<file path="src/rtl/ctrl_pkg.sv">
// ctrl_pkg: shared types and constants for the multicycle controller.
//   state_e    - controller FSM state encoding
//   OP_*       - low-nibble opcode map
//   ALU_ADD    - ALU function used for address/immediate arithmetic
//   ctrl_out_t - bundle of datapath strobes and status flags
package ctrl_pkg;

  typedef enum logic [2:0] {
    ST_IDLE,
    ST_FETCH,
    ST_DECODE,
    ST_EXEC,
    ST_MEM,
    ST_WB,
    ST_HALT,
    ST_ERR
  } state_e;

  localparam logic [3:0] OP_ADDI    = 4'h8;
  localparam logic [3:0] OP_LOAD    = 4'h9;
  localparam logic [3:0] OP_STORE   = 4'hA;
  localparam logic [3:0] OP_JMP     = 4'hB;
  localparam logic [3:0] OP_BEQ     = 4'hC;
  localparam logic [3:0] OP_NOP     = 4'hD;
  localparam logic [3:0] OP_HALT    = 4'hE;
  localparam logic [3:0] OP_ILLEGAL = 4'hF;

  localparam logic [3:0] ALU_ADD = 4'h0;

  typedef struct packed {
    logic       ir_load;
    logic       pc_inc;
    logic       pc_sel;
    logic       mar_sel;
    logic       mem_en;
    logic       mem_sel;
    logic       w_en;
    logic       immed_sel;
    logic       flag_en;
    logic [3:0] alu_func;
    logic       busy;
    logic       halted;
    logic       fault;
  } ctrl_out_t;

  // Opcodes 0x0-0x7 are register-register ALU operations.
  function automatic logic is_alu_reg(input logic [3:0] op);
    return ~op[3];
  endfunction

endpackage

</file>
<file path="src/rtl/ctrl_decode.sv">
// ctrl_decode: combinational strobe decoder for multicycle_ctrl.
//   state_i     - current controller state
//   op_q_i      - latched opcode (low nibble)
//   zero_flag_i - ALU zero flag, selects the BEQ branch
//   out_o       - datapath strobes and status flags
// ir_load/pc_inc are raised for the whole FETCH state; the top qualifies
// them with mem_ready.
module ctrl_decode
  import ctrl_pkg::*;
(
  input  state_e     state_i,
  input  logic [3:0] op_q_i,
  input  logic       zero_flag_i,
  output ctrl_out_t  out_o
);

  always_comb begin
    out_o = '0;
    case (state_i)
      ST_FETCH: begin
        out_o.busy    = 1'b1;
        out_o.mem_en  = 1'b1;
        out_o.ir_load = 1'b1;
        out_o.pc_inc  = 1'b1;
      end
      ST_DECODE: out_o.busy = 1'b1;
      ST_EXEC: begin
        out_o.busy = 1'b1;
        if (is_alu_reg(op_q_i)) begin
          out_o.alu_func = op_q_i;
          out_o.flag_en  = 1'b1;
        end else begin
          case (op_q_i)
            OP_ADDI: begin
              out_o.immed_sel = 1'b1;
              out_o.alu_func  = ALU_ADD;
              out_o.flag_en   = 1'b1;
            end
            OP_LOAD, OP_STORE: begin
              out_o.immed_sel = 1'b1;
              out_o.alu_func  = ALU_ADD;
            end
            OP_JMP:  out_o.pc_sel = 1'b1;
            OP_BEQ:  out_o.pc_sel = zero_flag_i;
            default: ;
          endcase
        end
      end
      ST_MEM: begin
        out_o.busy    = 1'b1;
        out_o.mem_en  = 1'b1;
        out_o.mar_sel = 1'b1;
        out_o.mem_sel = (op_q_i == OP_STORE);
      end
      ST_WB: begin
        out_o.busy = 1'b1;
        out_o.w_en = 1'b1;
      end
      ST_HALT: out_o.halted = 1'b1;
      ST_ERR:  out_o.fault  = 1'b1;
      default: ;
    endcase
  end

endmodule

</file>
<file path="src/rtl/multicycle_ctrl.sv">
// multicycle_ctrl: multicycle CPU control FSM.
//   clk, rst_n            - clock, async active-low reset
//   en                    - run enable, sampled in IDLE and at boundaries
//   op                    - opcode from IR, valid in DECODE
//   zero_flag, mem_ready  - datapath status inputs
//   ir_load..flag_en      - datapath strobes; alu_func - ALU operation
//   busy, halted, fault   - status; instr_cnt - retired instructions
module multicycle_ctrl
  import ctrl_pkg::*;
#(
  parameter int unsigned OP_W        = 4,
  parameter int unsigned MEM_TIMEOUT = 15,
  parameter int unsigned CNT_W       = 16
) (
  input  logic             clk,
  input  logic             rst_n,
  input  logic             en,
  input  logic [OP_W-1:0]  op,
  input  logic             zero_flag,
  input  logic             mem_ready,
  output logic             ir_load,
  output logic             pc_inc,
  output logic             pc_sel,
  output logic             mar_sel,
  output logic             mem_en,
  output logic             mem_sel,
  output logic             w_en,
  output logic             immed_sel,
  output logic             flag_en,
  output logic [3:0]       alu_func,
  output logic             busy,
  output logic             halted,
  output logic             fault,
  output logic [CNT_W-1:0] instr_cnt
);

  localparam int unsigned WT_W = (MEM_TIMEOUT > 1) ? $clog2(MEM_TIMEOUT) : 1;

  state_e           state_q, state_d;
  logic [3:0]       op_q;
  logic [WT_W-1:0]  wait_q, wait_d;
  logic [CNT_W-1:0] cnt_q;
  logic             cnt_inc;
  logic             op_hi_nz;
  logic             op_illegal;
  logic             wait_last;
  ctrl_out_t        dec;

  // Upper opcode bits only matter for legality, so only the low nibble is
  // kept in op_q; illegal opcodes never reach a state that reads op_q.
  if (OP_W > 4) begin : g_op_hi
    assign op_hi_nz = |op[OP_W-1:4];
  end else begin : g_op_nohi
    assign op_hi_nz = 1'b0;
  end

  assign op_illegal = op_hi_nz || (op[3:0] == OP_ILLEGAL);
  assign wait_last  = (wait_q == WT_W'(MEM_TIMEOUT - 1));

  always_comb begin
    state_d = state_q;
    wait_d  = wait_q;
    cnt_inc = 1'b0;
    case (state_q)
      ST_IDLE: begin
        wait_d = '0;
        if (en) state_d = ST_FETCH;
      end
      ST_FETCH: begin
        if (mem_ready)      state_d = ST_DECODE;
        else if (wait_last) state_d = ST_ERR;
        else                wait_d  = wait_q + WT_W'(1);
      end
      ST_DECODE: begin
        if (op_illegal) begin
          state_d = ST_ERR;
        end else if (op[3:0] == OP_HALT) begin
          state_d = ST_HALT;
          cnt_inc = 1'b1;
        end else begin
          state_d = ST_EXEC;
        end
      end
      ST_EXEC: begin
        if (is_alu_reg(op_q) || op_q == OP_ADDI) begin
          state_d = ST_WB;
        end else if (op_q == OP_LOAD || op_q == OP_STORE) begin
          state_d = ST_MEM;
          wait_d  = '0;
        end else begin
          cnt_inc = 1'b1;
          wait_d  = '0;
          state_d = en ? ST_FETCH : ST_IDLE;
        end
      end
      ST_MEM: begin
        if (mem_ready) begin
          if (op_q == OP_LOAD) begin
            state_d = ST_WB;
          end else begin
            cnt_inc = 1'b1;
            wait_d  = '0;
            state_d = en ? ST_FETCH : ST_IDLE;
          end
        end else if (wait_last) begin
          state_d = ST_ERR;
        end else begin
          wait_d = wait_q + WT_W'(1);
        end
      end
      ST_WB: begin
        cnt_inc = 1'b1;
        wait_d  = '0;
        state_d = en ? ST_FETCH : ST_IDLE;
      end
      ST_HALT: if (!en) state_d = ST_IDLE;
      ST_ERR:  state_d = ST_ERR;
      default: state_d = ST_ERR;
    endcase
  end

  always_ff @(posedge clk or negedge rst_n) begin
    if (!rst_n) begin
      state_q <= ST_IDLE;
      op_q    <= '0;
      wait_q  <= '0;
      cnt_q   <= '0;
    end else begin
      state_q <= state_d;
      wait_q  <= wait_d;
      if (state_q == ST_DECODE) op_q <= op[3:0];
      if (cnt_inc) cnt_q <= cnt_q + CNT_W'(1);
    end
  end

  ctrl_decode u_decode (
    .state_i     (state_q),
    .op_q_i      (op_q),
    .zero_flag_i (zero_flag),
    .out_o       (dec)
  );

  assign ir_load   = dec.ir_load & mem_ready;
  assign pc_inc    = dec.pc_inc & mem_ready;
  assign pc_sel    = dec.pc_sel;
  assign mar_sel   = dec.mar_sel;
  assign mem_en    = dec.mem_en;
  assign mem_sel   = dec.mem_sel;
  assign w_en      = dec.w_en;
  assign immed_sel = dec.immed_sel;
  assign flag_en   = dec.flag_en;
  assign alu_func  = dec.alu_func;
  assign busy      = dec.busy;
  assign halted    = dec.halted;
  assign fault     = dec.fault;
  assign instr_cnt = cnt_q;

endmodule

</file>
<file path="config.mk">
export PLATFORM = sky130hd
export DESIGN_NAME = multicycle_ctrl
export DESIGN_NICKNAME = d
export VERILOG_FILES = /design/src/rtl/ctrl_pkg.sv /design/src/rtl/ctrl_decode.sv /design/src/rtl/multicycle_ctrl.sv
export SDC_FILE = /design/constraint.sdc
export NUM_CORES = 1
export LEC_CHECK = 0
export BUFFER_PORTS_ARGS = -buffer_cell sky130_fd_sc_hd__buf_2
export CORE_AREA = 2 2 70 72
export CTS_CLUSTER_DIAMETER = 60
export DETAILED_ROUTE_END_ITERATION = 10
export DIE_AREA = 0 0 72 74
export GPL_TIMING_DRIVEN = 0
export PLACE_DENSITY_LB_ADDON = 0.1
export SLEW_MARGIN = 10
export SYNTH_ARGS = -nofsm -noshare
export SYNTH_HDL_FRONTEND = slang
export SYNTH_HIERARCHICAL = 1
export SYNTH_SLANG_ARGS = --single-unit
</file>
<file path="constraint.sdc">
create_clock -name clk -period 4.9 [get_ports clk]
set_input_delay 0.98 -clock clk [delete_from_list [all_inputs] [get_ports clk]]
set_output_delay 0.98 -clock clk [all_outputs]
set_load 0.01 [all_outputs]
</file>
### Word-level counts from Yosys, hierarchy flattened

Cells that the tools add are included.

* output and inout bits: 32
* word-level logic and storage cells: 80
* input bits: 9
* bits in registers: 27

* mux-type cells: 41
* reduce and logical (&&, ||, !) cells: 10
* bitwise logic cells: 3
* add/sub/neg operators: 2
* eq/ne operators: 20

Operators with widths (number)
* equality test 4 bit, second input constant: 8
* two-way mux 3 bit: 10
* case mux 3 bit (8 select lines): 1
* two-way mux 4 bit: 5
* two-way mux 1 bit: 19
* adder 16 x 1 -> 16 bit, second input constant: 1
* case mux 4 bit (4 select lines): 1
* equality test 3 bit, second input constant: 4
* inequality test 2 bit, second input constant: 4
* equality test 3 x 2 -> 1 bit, second input constant: 2
* two-way mux 6 bit: 1
* two-way mux 5 bit: 1
* OR reduction 5 bit: 1
* adder 4 x 1 -> 4 bit, second input constant: 1
* case mux 1 bit (4 select lines): 1
* AND reduction 4 bit: 1
* nonzero test 4 bit: 1
* OR reduction 2 bit: 2
* equality test 3 x 1 -> 1 bit, second input constant: 1
* zero test 3 bit: 1
* inequality test 3 bit, second input constant: 1
* OR reduction 3 bit: 1
* bitwise AND 1 bit: 2
* logical OR 1 bit: 2
* other kinds (4): 4

### Depth between registers and ports, before layout

* depth after elaboration: 5
* gate-level depth with buffers: 7

### Hierarchy

Netlist, hierarchy kept.

By module, submodules not included
* multicycle_ctrl: instances 1, cells an instance 154, area an instance 1564.0 µm²
* ctrl_decode: instances 1, cells an instance 26, area an instance 181.4 µm²

### Least setup slack after synthesis

OpenSTA, ideal clock, no wires.

* path type: input-to-output
* start point: input zero_flag
* end point: output pc_sel
* cell stages on the path: 2
* data required time: 3920 ps
* path slack: 2509 ps
* data arrival time: 1411 ps
* cell sequence: nand4bb_1 > a211oi_1

* longest elaborated chain between the ends: 3

Ends and longest elaborated chain
* start, declared: line multicycle_ctrl.sv:19 `input logic zero_flag,`
* case mux 1 bit (2 select lines): line ctrl_decode.sv:33 `case (op_q_i)`
* two-way mux 1 bit: line ctrl_decode.sv:29 `if (is_alu_reg(op_q_i)) begin`
* two-way mux 1 bit: line ctrl_decode.sv:19 `case (state_i)`
* end, declared: line multicycle_ctrl.sv:23 `output logic pc_sel,`

No other way between the ends.

### Final worst setup path

* start point: register state_q[0]
* end point: output mem_sel

* longest elaborated chain between the ends: 2

Ends and longest elaborated chain
* start, declared: line multicycle_ctrl.sv:39 `state_e state_q, state_d;`
* start signal, assigned: line multicycle_ctrl.sv:129 `state_q <= state_d;`
* equality test 3 bit: line ctrl_decode.sv:19
* two-way mux 1 bit: line ctrl_decode.sv:19
* end, declared: line multicycle_ctrl.sv:26 `output logic mem_sel,`

No other way between the ends.

==> metrics.md <==
| Metric | Value |
|---|---|
| Synth Cell Area | `1750 sq um` |
| Worst Path Required | `between 3 and 4 ns` |
| GPL Wtd Cong | `0.834` |
| GR Layer Usage met1 | `20.4%` |
| Initial antenna violation count | `0` |
| Htree depth | `1` |
| Die area | `5330 sq um` |
| Endpoint type of the worst setup path | `output port` |
| Period utilization | `54.3%` |
| Worst-Skew Late Latency | `0.27 ns` |
| Busiest layer in global routing | `met2` |
| Clock power frac | `11.4%` |
| Slew Limit Fails | `0` |
| Worst Setup Start Kind | `flip-flop` |
| CTS Buf Count | `3` |
| Yosys cell types | `52` |
| Skew final | `between 0.003 and 0.004 ns` |
| Fin Setup TNS | `0 ns` |
| Total GRT Usage | `15.8%` |
| Worst setup path startpoint | `state_q[0]` |
| Post-Syn Nets | `~190` |
| # port buffers | `39` |
| Combinational Power Share | `53.1%` |
| CTS Hold Bufs | `0` |
| Yosys top cell by area | `dfrtp_1` |
| Synth Area per Inst | `9.70 sq um` |
| Initial Util | `38.0%` |
| Switching power | `around 500 uW` |
| Total wire length | `3.90 mm` |
| Asr flop ratio synth | `100%` |
| Seq cells post-synth | `27` |
| Core box area | `4600 sq um` |
| Dominant synthesized flop cell | `dfrtp_1` |
| Io pins | `41` |
| Critical path class | `flip-flop to output port` |
| Post-Syn Instances | `180` |
| Layout net count | `236` |
| Post-DRT Antenna Nets | `0` |
| Vias in the first global route | `1507` |
| First-pass GRT wire length | `~6.8 mm` |
| Clock Tree Root | `clkbuf_8` |
| Initial DRC count | `between 80 and 90` |
| CTS-repair resized insts | `0` |
| Worst R2R End | `wait_q[1]` |
| Clk slew on worst S/H paths | `around 0.10 ns` |
| Pwr Density | `556 nW/um^2` |
| Fin. Hold Viols | `0` |
| GRT met2 Usage | `28.3%` |
| RSZ-0062 raised after global routing | `no` |
| Area post-placement | `2010 sq um` |
| Design Area, Final | `2060 sq um` |
| Worst-margin pin slew | `0.603 ns` |
| Total clock sinks | `27` |
| Critical Path End | `mem_sel` |
| N_diodes | `0` |
| Reg-to-Reg Start | `op_q[3]` |
| DIE WIDTH | `72 um` |
| Initial DRT Pass Iterations | `4` |
| P_leak | `slightly below 1 nW` |
| Worst IR Drop VDD | `0.000272 V` |
| CP Data Arrival Time | `1.68 ns` |
| Status | `completed` |
| Minimum clock period | `between 2 and 3 ns` |
| CP peak stage delay | `0.52 ns` |
| Ranking of synthesized cells by area | `dfrtp_1 (39%), xnor2_1 (7.0%), a21oi_1 (4.0%), nand3_1 (3.2%), buf_6 (2.6%)` |
| Worst path cell trace | `or3b_1 -> nor4b_2 -> buf_2` |
| Layout cells sized above 1 | `29.6%` |
| Yosys warning count | `6` |
| Post-synthesis sequential area ratio | `roughly two fifths` |
| EDFF count, synth | `0` |
| Seq pwr share | `35.6%` |
| Met3 Use GR | `3.12%` |
| Max cap viols | `0` |
| Routed via count | `1529` |
| Highest clock rate | `roughly 380 MHz` |
| R2R depth | `5` |
| Detail Placement HPWL | `roughly 3 mm` |
| CTS tree | `done` |
| CP max-delay cell | `dfrtp_1` |
| GRT overflow | `0` |
| Number of setup buffers added after CTS | `0` |
| Number of setup violations in the final report | `0` |
| DR WL/cell | `14.1 um` |
| Drc violations | `0` |
| Sw frac | `43.8%` |
| Die height | `between 70 and 80 um` |
| Post-synth top area share | `38.7%` |
| Via density | `5.52` |
| Internal power | `~640 uW` |
| Hold WC Path Type | `flip-flop to flip-flop` |
| Rel. slew slack | `roughly 60%` |
| Flop-to-flop setup slack | `~3.0 ns` |
| Worst Path Max Fanout | `12` |
| Area delta synth->final | `17.8%` |
| Largest net degree at the start of global routing | `28` |
| # rows | `25` |
| Clock buffer depth | `2` |
-- how the worst min path moves through the flow --
| stage | endpoint | depth (start not counted) | start | slack, ns |
|---|---|---|---|---|
| 2_1_floorplan | instr_cnt[15] | 1 | instr_cnt[15] | 0.51 |
| 3_3_place_gp | instr_cnt[15] | 1 | instr_cnt[15] | 0.46 |
| 3_5_place_dp | instr_cnt[15] | 1 | instr_cnt[15] | 0.47 |
| 4_1_cts | instr_cnt[15] | 1 | instr_cnt[15] | 0.49 |
| 5_1_grt | instr_cnt[15] | 1 | instr_cnt[15] | 0.50 |
| 6_report | instr_cnt[15] | 1 | instr_cnt[15] | 0.48 |
-- placed cells by master, fill, tap and decap left out, types with 4 or more instances in the layout --
master,count
mux2_2,4
nand2_1,9
nor3b_1,4
nand2b_1,5
o21ai_0,4
buf_2,41
nand3_1,11
and3_1,7
dfrtp_1,27
xnor2_1,14
nand4_1,6
inv_1,5
a21oi_1,14
nor2_1,4
buf_6,4
-- worst max-delay path: cells and delay by family (launching register included) --
| family | cells | cell delay [ns] |
|---|---|---|
| AND/OR/NAND/NOR | 2 | 0.73 |
| buffers and inverters | 1 | 0.17 |
| flip-flops | 1 | 0.52 |
-- synth_stat cells (2+ instances only) --
library cell   n
nand3_1       11
ha_1           3
buf_4          3
mux2_2         4
nand2b_1       5
a31oi_1        2
nand3b_1       2
nand2_1        9
nand4bb_1      2
buf_6          4
nor2b_1        3
o21ai_0        4
a21oi_1       14
and4_1         2
buf_2          2
and3_1         7
dfrtp_1       27
or3_1          3
and2_1         2
xnor2_1       14
nor3b_1        4
xor2_1         3
a211oi_1       2
nor3_1         3
inv_1          5
o211ai_1       2
nand4_1        6
clkbuf_1       3
nor2_1         4
nand4b_1       3
-- metrics by stage --
| stage | setup WS (ns) | utilization [%] | instances | total power, mW | hold slack, ns |
|---|---|---|---|---|---|
| floorplan | 2.51 | - | 180 | 0.844 | 0.508 |
| global placement | 2.39 | 43.7 | 273 | 0.999 | 0.459 |
| detailed placement | 2.39 | 43.7 | 273 | 1.02 | 0.475 |
| CTS | 2.22 | 44.7 | 277 | 1.15 | 0.489 |
| global route | 2.15 | 44.7 | 277 | 1.25 | 0.505 |
| finish | 2.24 | 44.7 | 277 | 1.14 | 0.481 |
-- state kept, by name, summed over array words and instances, names as in the netlist --
register / flops
op_q: 4
instr_cnt: 16
state_q: 3
wait_q: 4
-- routing by layer --
metal / vias to the layer above / routed length, um / part of all wire, %
met5: - / 0 / 0
met3: 2 / 199 / 5.1
met1: 740 / 1730 / 44
li1: 746 / - / -
met4: 0 / 17 / 0.44
met2: 41 / 1950 / 50
-- cells by family after synthesis --
kind of cell               share of synthesized area [%]
AOI/OAI and AO/OA                                   13.1
xor gates and xnor gates                            8.53
adders and majority gates                           2.15
buffers and inverters                               6.16
DFF                                                 38.7
muxes                                               4.09
other                                              0.215
and+or+nand+nor                                     27.0
-- layout make-up --
class | instances | area (sq um)
Buffer | 12 | 88.8
Clock buffer | 3 | 41.3
Clock inverter | 1 | 7.51
Fill cell | 460 | 2540
Inverter | 5 | 18.8
Multi-Input combinational cell | 136 | 962
Sequential cell | 27 | 676
Tap cell | 54 | 67.6
Timing Repair Buffer | 39 | 195
-- power by group through the flow --
stage / clock network, mW / registers [mW] / logic [mW]
after global placement: 0 / 0.402 / 0.597
after CTS: 0.135 / 0.407 / 0.613
final: 0.130 / 0.407 / 0.607
after global routing: 0.144 / 0.430 / 0.676
after floorplan: 0 / 0.389 / 0.455
after detailed placement: 0 / 0.411 / 0.611
(Power assumes the default switching activity.)
